## src/rtl/procyon_wb_pkg.sv

```systemverilog
// Shared Wishbone B4 constants for the procyon system bus: signal widths,
// cycle type identifiers and burst type encodings.
package procyon_wb_pkg;

  localparam int WB_CTI_WIDTH = 3;
  localparam int WB_BTE_WIDTH = 2;

  // Cycle type identifiers
  localparam logic [WB_CTI_WIDTH-1:0] WB_CTI_CLASSIC = 3'b000;
  localparam logic [WB_CTI_WIDTH-1:0] WB_CTI_INCR    = 3'b010;
  localparam logic [WB_CTI_WIDTH-1:0] WB_CTI_EOB     = 3'b111;

  // Burst type extensions
  localparam logic [WB_BTE_WIDTH-1:0] WB_BTE_LINEAR = 2'b00;

endpackage

```

## src/rtl/ic_wb_fetch.sv

```systemverilog
// Instruction fetch engine. Turns the core's fetch request into read-only
// Wishbone B4 transfers. One 32-bit instruction is one or two bus beats,
// depending on the bus width. A one-entry buffer answers repeat fetches of
// the same PC without touching the bus.
module ic_wb_fetch
  import procyon_wb_pkg::*;
#(
  parameter int OPTN_ADDR_WIDTH    = 32,
  parameter int OPTN_INSN_WIDTH    = 32,
  parameter int OPTN_WB_DATA_WIDTH = 32   // 16 or 32
) (
  input  logic                            clk,
  input  logic                            n_rst,

  // Core fetch port
  input  logic [OPTN_ADDR_WIDTH-1:0]      i_ic_pc,
  input  logic                            i_ic_en,
  output logic [OPTN_INSN_WIDTH-1:0]      o_ic_insn,
  output logic                            o_ic_valid,

  // Wishbone B4 master (read only)
  input  logic                            i_wb_ack,
  input  logic [OPTN_WB_DATA_WIDTH-1:0]   i_wb_data,
  output logic                            o_wb_cyc,
  output logic                            o_wb_stb,
  output logic                            o_wb_we,
  output logic [WB_CTI_WIDTH-1:0]         o_wb_cti,
  output logic [WB_BTE_WIDTH-1:0]         o_wb_bte,
  output logic [OPTN_WB_DATA_WIDTH/8-1:0] o_wb_sel,
  output logic [OPTN_ADDR_WIDTH-1:0]      o_wb_addr
);

  localparam int BEATS        = OPTN_INSN_WIDTH / OPTN_WB_DATA_WIDTH;
  localparam int WB_DATA_SIZE = OPTN_WB_DATA_WIDTH / 8;

  localparam logic [OPTN_ADDR_WIDTH-1:0] ALIGN_MASK  = ~OPTN_ADDR_WIDTH'(3);
  localparam logic [OPTN_ADDR_WIDTH-1:0] ADDR_STRIDE = OPTN_ADDR_WIDTH'(WB_DATA_SIZE);

  // The first beat of a multi-beat fetch is an incrementing burst beat.
  // A single-beat fetch is a classic cycle.
  localparam logic [WB_CTI_WIDTH-1:0] FIRST_CTI = (BEATS == 1) ? WB_CTI_CLASSIC : WB_CTI_INCR;

  typedef enum logic {
    IDLE,
    BUS
  } state_t;

  state_t                       state;
  logic                         beat;        // index of the beat in flight
  logic [OPTN_ADDR_WIDTH-1:0]   req_pc;      // aligned PC of the fetch on the bus
  logic                         buf_valid;
  logic [OPTN_ADDR_WIDTH-1:0]   buf_pc;
  logic [OPTN_INSN_WIDTH-1:0]   buf_insn;
  logic [OPTN_INSN_WIDTH-1:0]   asm_next;    // instruction word once this beat lands

  logic [OPTN_ADDR_WIDTH-1:0]   aligned_pc;
  logic                         hit;
  logic                         last_beat;
  logic                         miss_start;
  logic                         bus_ack;
  logic                         last_ack;
  logic                         deliver;

  // Constant bus signals: a read-only master on a linear burst.
  assign o_wb_we  = 1'b0;
  assign o_wb_bte = WB_BTE_LINEAR;
  assign o_wb_sel = '1;

  assign aligned_pc = i_ic_pc & ALIGN_MASK;
  assign hit        = buf_valid && (aligned_pc == buf_pc);
  assign last_beat  = (beat == 1'(BEATS - 1));
  assign miss_start = (state == IDLE) && i_ic_en && !hit;

  // An ack is honoured only inside a burst. A late ack that reaches an idle
  // master, e.g. after a reset mid-burst, is dropped here.
  assign bus_ack  = (state == BUS) && i_wb_ack;
  assign last_ack = bus_ack && last_beat;

  // The finished word goes to the core only if the core still wants this PC.
  // If the core redirected during the burst, the word is only buffered.
  assign deliver = last_ack && i_ic_en && (aligned_pc == req_pc);

  // Instruction assembly. A 32-bit bus delivers the word in one beat.
  // A 16-bit bus delivers it in two beats, little-endian: the low half first.
  if (BEATS == 1) begin : g_single
    assign asm_next = OPTN_INSN_WIDTH'(i_wb_data);
  end else begin : g_pair
    logic [OPTN_INSN_WIDTH-1:0] asm_q;

    // Merge the incoming half-word into the partial word.
    always_comb begin
      // NOTE: assign a default first so that every path drives asm_next.
      // Without it, a partial assignment would infer a latch.
      asm_next = asm_q;
      if (beat) asm_next[OPTN_INSN_WIDTH-1:OPTN_WB_DATA_WIDTH] = i_wb_data;
      else      asm_next[OPTN_WB_DATA_WIDTH-1:0]               = i_wb_data;
    end

    // Keep the partial word between beats.
    always_ff @(posedge clk) begin
      if (bus_ack) asm_q <= asm_next;
    end
  end

  // Datapath registers: the request PC and the instruction buffer contents.
  always_ff @(posedge clk) begin
    // NOTE: these registers have no reset. buf_valid qualifies them, and
    // buf_valid is reset in the control block below.
    if (miss_start) req_pc <= aligned_pc;
    if (last_ack) begin
      buf_pc   <= req_pc;
      buf_insn <= asm_next;
    end
  end

  // Fetch FSM together with every registered core-side and bus-side output.
  always_ff @(posedge clk) begin
    if (!n_rst) begin
      // NOTE: sequential state uses non-blocking assignments. Every register
      // then updates from the values it had before the edge.
      state      <= IDLE;
      beat       <= 1'b0;
      buf_valid  <= 1'b0;
      o_ic_valid <= 1'b0;
      o_ic_insn  <= '0;
      o_wb_cyc   <= 1'b0;
      o_wb_stb   <= 1'b0;
      o_wb_addr  <= '0;
      o_wb_cti   <= WB_CTI_CLASSIC;
    end else begin
      o_ic_valid <= 1'b0;
      unique case (state)
        IDLE: begin
          if (i_ic_en) begin
            if (hit) begin
              o_ic_valid <= 1'b1;
              o_ic_insn  <= buf_insn;
            end else begin
              beat      <= 1'b0;
              o_wb_cyc  <= 1'b1;
              o_wb_stb  <= 1'b1;
              o_wb_addr <= aligned_pc;
              o_wb_cti  <= FIRST_CTI;
              state     <= BUS;
            end
          end
        end

        BUS: begin
          if (i_wb_ack) begin
            if (last_beat) begin
              beat      <= 1'b0;
              buf_valid <= 1'b1;
              o_wb_cyc  <= 1'b0;
              o_wb_stb  <= 1'b0;
              o_wb_cti  <= WB_CTI_CLASSIC;
              state     <= IDLE;
              if (deliver) begin
                o_ic_valid <= 1'b1;
                o_ic_insn  <= asm_next;
              end
            end else begin
              // Only two-beat fetches get here, so the next beat is the last.
              beat      <= beat + 1'b1;
              o_wb_addr <= o_wb_addr + ADDR_STRIDE;
              o_wb_cti  <= WB_CTI_EOB;
            end
          end
        end

        default: state <= IDLE;
      endcase
    end
  end

  // Bus protocol checks: cyc and stb move together, and a strobed beat
  // holds its address and cycle type until it is acknowledged.
  a_cyc_stb : assert property (@(posedge clk) disable iff (!n_rst)
    o_wb_cyc == o_wb_stb);

  a_stb_hold : assert property (@(posedge clk) disable iff (!n_rst)
    (o_wb_stb && !i_wb_ack) |=> (o_wb_stb && $stable(o_wb_addr) && $stable(o_wb_cti)));

endmodule

```

## config.mk

```make
export PLATFORM = sky130hd
export DESIGN_NAME = ic_wb_fetch
export DESIGN_NICKNAME = d
export VERILOG_FILES = /design/src/rtl/procyon_wb_pkg.sv /design/src/rtl/ic_wb_fetch.sv
export SDC_FILE = /design/constraint.sdc
export NUM_CORES = 1
export LEC_CHECK = 0
export BUFFER_PORTS_ARGS = -buffer_cell sky130_fd_sc_hd__buf_2
export CORE_UTILIZATION = 49
export DETAILED_ROUTE_END_ITERATION = 12
export GPL_TIMING_DRIVEN = 0
export PLACE_DENSITY = 0.76
export SETUP_SLACK_MARGIN = 0.3
export SLEW_MARGIN = 0
export SYNTH_ARGS = -nofsm -noshare
export SYNTH_HDL_FRONTEND = slang
export SYNTH_SLANG_ARGS = --single-unit
```

## constraint.sdc

```tcl
create_clock -name clk -period 2.1 [get_ports clk]
set_clock_uncertainty 0.1 [all_clocks]
set_input_delay 0.42 -clock clk [delete_from_list [all_inputs] [get_ports clk]]
set_output_delay 0.42 -clock clk [all_outputs]
set_load 0.02 [all_outputs]
```

==> reports/results.ini <==
[yosys]
yosys_warnings = 0
ys_types = 27
synth-xor-area-share_pct = 8.23
syn_area_um2 = 6380
synth-compound-area-share_pct = 8.09
synth_top_family_by_area = multiplexers
synth_simple_gate_area_share_pct = 5.72
syn_area_per_cell_um2 = 14.2
synth_adder_area_share_pct = 0
ys_ff_latch = 158
muxShareOfSynthArea_pct = 9.72
syn_inst = 449
yosysSeqAreaShare_pct = 64.0

[drt]
drc_errors = 0
drt_iter0_markers = 237
routedWlPerCell_um = 18.9
via_count = 4310
first_pass_iters = 5
drtAntennaViolNets = 0
drt_wl_total_um = 15400
vias_per_cell = 5.29

[run]
cap_violations = 0

[cells_and_area]
syn2layout_area_growth_pct = 33.4
n_antenna_cell = 0
final_area_um2 = 8520
postLayoutCoreUtil_pct = 67.2
n_fill_cell = 902
nNetsFinal = 698
drive_gt1_share_pct = 38.2

[placed_design]
gp_congestion = 0.793
pre_cts_ws_ns = -0.477
place_area_um2 = 7350
portBuffers = 129
place_hpwl_um = 9650

[grt]
antenna_found_initial = 0
grt_pass1_wl_um = 22700
grt_pass1_vias = 4245
track_usage_pct = 23.3
grt_remaining_overflow = 0
grt_max_degree = 33

[sta]
hold_viol = 0
relSlewSlack_pct = 50.6
worst_slew_pin_slew_ns = 0.739
fin_ws_ns = -0.191
fin_tns_setup_ns = -10.09
fmax_mhz = 437
slew_violations = 0
post-route-min-period_ns = 2.29
rsz0062_at_grt = true
min_period_over_period_pct = 109
finalSetupViolCount = 95

[floorplan]
die_w_um = 116
dieHeight_um = 116
dieArea_um2 = 13500
rows = 41
core_um2 = 12700
start_util_pct = 50.4
io_pins = 145

[worst_setup_path]
critPathRequiredTime_ns = 2.35
reg2reg_depth = 7
rr_startpoint = buf_pc[11]
worstPathMaxFanout = 10
crit_type = flop to flop
cp-startpoint = buf_pc[11]
r2r_slack_ns = -0.19
end_kind = flop
rr_endpoint = o_ic_insn[7]
cp-endpoint = o_ic_insn[7]
arrival_ns = 2.54
start_kind = flop

[power]
power_density_nw_per_um2 = 857
finalPower_w = 0.00730
leakagePower_nw = 3.54
vdd_ir_drop_max_v = 0.000719

[cts]
clk_pin_slew_ns = 0.06
holdBufCountCts = 0
numCtsBuffers = 17
htree_levels = 4
clk_latency_ns = 0.42
cts_root_buf = clkbuf_16
cts_tree = done
cts.sinks = 158
ctsLongestPathBuffers = 2

[hold_path]
hp-class = primary input to flop

[status]
outcome = complete, but fails checks
violations = negative setup slack

[layout by cell type (no fill, tap or decap), types with 2 or more instances in the layout]
master and n:
nand3_1 2, conb_1 12, dfxtp_1 66, a21oi_4 3
buf_8 2, xnor2_2 5, o21ai_2 19, clkbuf_8 4
nand4_1 10, xor2_1 22, buf_6 14, clkinvlp_4 4
nor4_4 3, clkbuf_1 14, xnor2_1 33, nor4_2 2
edfxtp_1 92, buf_4 22, nor2b_1 32, o21a_1 3
clkbuf_16 23, mux2i_1 61, buf_12 4, buf_16 2
bufinv_16 2, buf_2 130, o21ai_1 12, o311a_1 32
nor4_1 3
[power breakdown]
part           total [W]  internal (W)  switching (W)
sequential       0.00347       0.00341      0.0000596
combinational   0.000715      0.000319       0.000396
clock            0.00311       0.00194        0.00117
[timing repair]
action / in CTS / in global routing
buffers inserted: 8 / 4
cloned: 7 / 4
endpoints found under the setup margin: 158 / 158
gates resized for setup: 40 / 26
pin swaps: 12 / 3
[critical path, cell delays in order, from the launching register on]
cell and delay [ns]:
edfxtp_1 0.41, xnor2_2 0.20, nand4_1 0.27, nor4_4 0.37, and3b_2 0.27, buf_6 0.14
buf_2 0.23, o311a_1 0.22
[layer usage]
| layer | wire, um | part of all wire (%) | up-vias | track usage [%] |
|---|---|---|---|---|
| met4 | 156 | 1.0 | 0 | 6.24 |
| met3 | 1230 | 8.0 | 18 | 8.87 |
| li1 | - | - | 2017 | - |
| met1 | 6170 | 40 | 2107 | 28.2 |
| met2 | 7870 | 51 | 168 | 39.2 |
| met5 | 0 | 0 | - | 0 |
[flip-flops by register name (all words and copies together) (netlist names)]
name and flops:
o_ic_insn 32, o_wb_addr 30, buf_pc 30, state 1, o_wb_stb 1, req_pc 30
o_ic_valid 1, buf_insn 32, buf_valid 1
[kinds of logic (layout without fill, tap and decap cells)]
family                 count (synthesis)  after routing
buffers and inverters                 42            224
flip-flops                           158            158
AND/OR/NAND/NOR                       56             56
multiplexers                          62             62
other                                  2             12
AO/OA/AOI/OAI                         69             70
XOR/XNOR                              60             60
[final cells by class]
class / count / area (um^2) / share of cell area (%)
inverters: 1 / 7.51 / 0.0882
repair buffers: 149 / 953 / 11.2
clock buffers: 26 / 520 / 6.11
multi-input cells: 260 / 2290 / 26.9
well taps: 172 / 215 / 2.53
plain buffers: 41 / 355 / 4.17
repair inverters: 2 / 15.0 / 0.176
flip-flops and latches: 158 / 4080 / 48.0
clock inverters: 5 / 76.3 / 0.896
[how the worst min path moves through the flow]
stage | start | endpoint | cells after the start
after floorplan | buf_valid | buf_valid | 1
after global routing | i_wb_data[29] | buf_insn[29] | 1
after detailed placement | req_pc[19] | buf_pc[19] | 0
after global placement | req_pc[28] | buf_pc[28] | 0
final | i_wb_data[3] | buf_insn[3] | 1
after CTS | i_wb_data[29] | buf_insn[29] | 1
[Yosys cell counts (all sizes together)]
cell	instances	share of area, %
nor3	1	0.078
o311a	32	5.0
dfxtp	66	21
o21a	3	0.35
xnor2	38	5.2
edfxtp	92	43
and3b	1	0.14
nand2	1	0.059
clkbuf	12	0.72
o21ai	32	2.5
inv	1	0.059
nand3	2	0.16
nor2b	32	3.1
buf	29	3.4
xor2	22	3.0
conb	2	0.12
a21oi	2	0.22
nand4	10	0.98
nand2b	1	0.098
nor4	8	1.1
mux2i	62	9.7
[metrics by stage]
step                      instances  hold WS (ns)
final                           814        0.0873
after global routing            814        0.0686
after CTS                       806        0.0677
after detailed placement        760         0.358
after global placement          760         0.350
after floorplan                 459         0.327
Note: power is estimated with default switching activity, not from simulation.
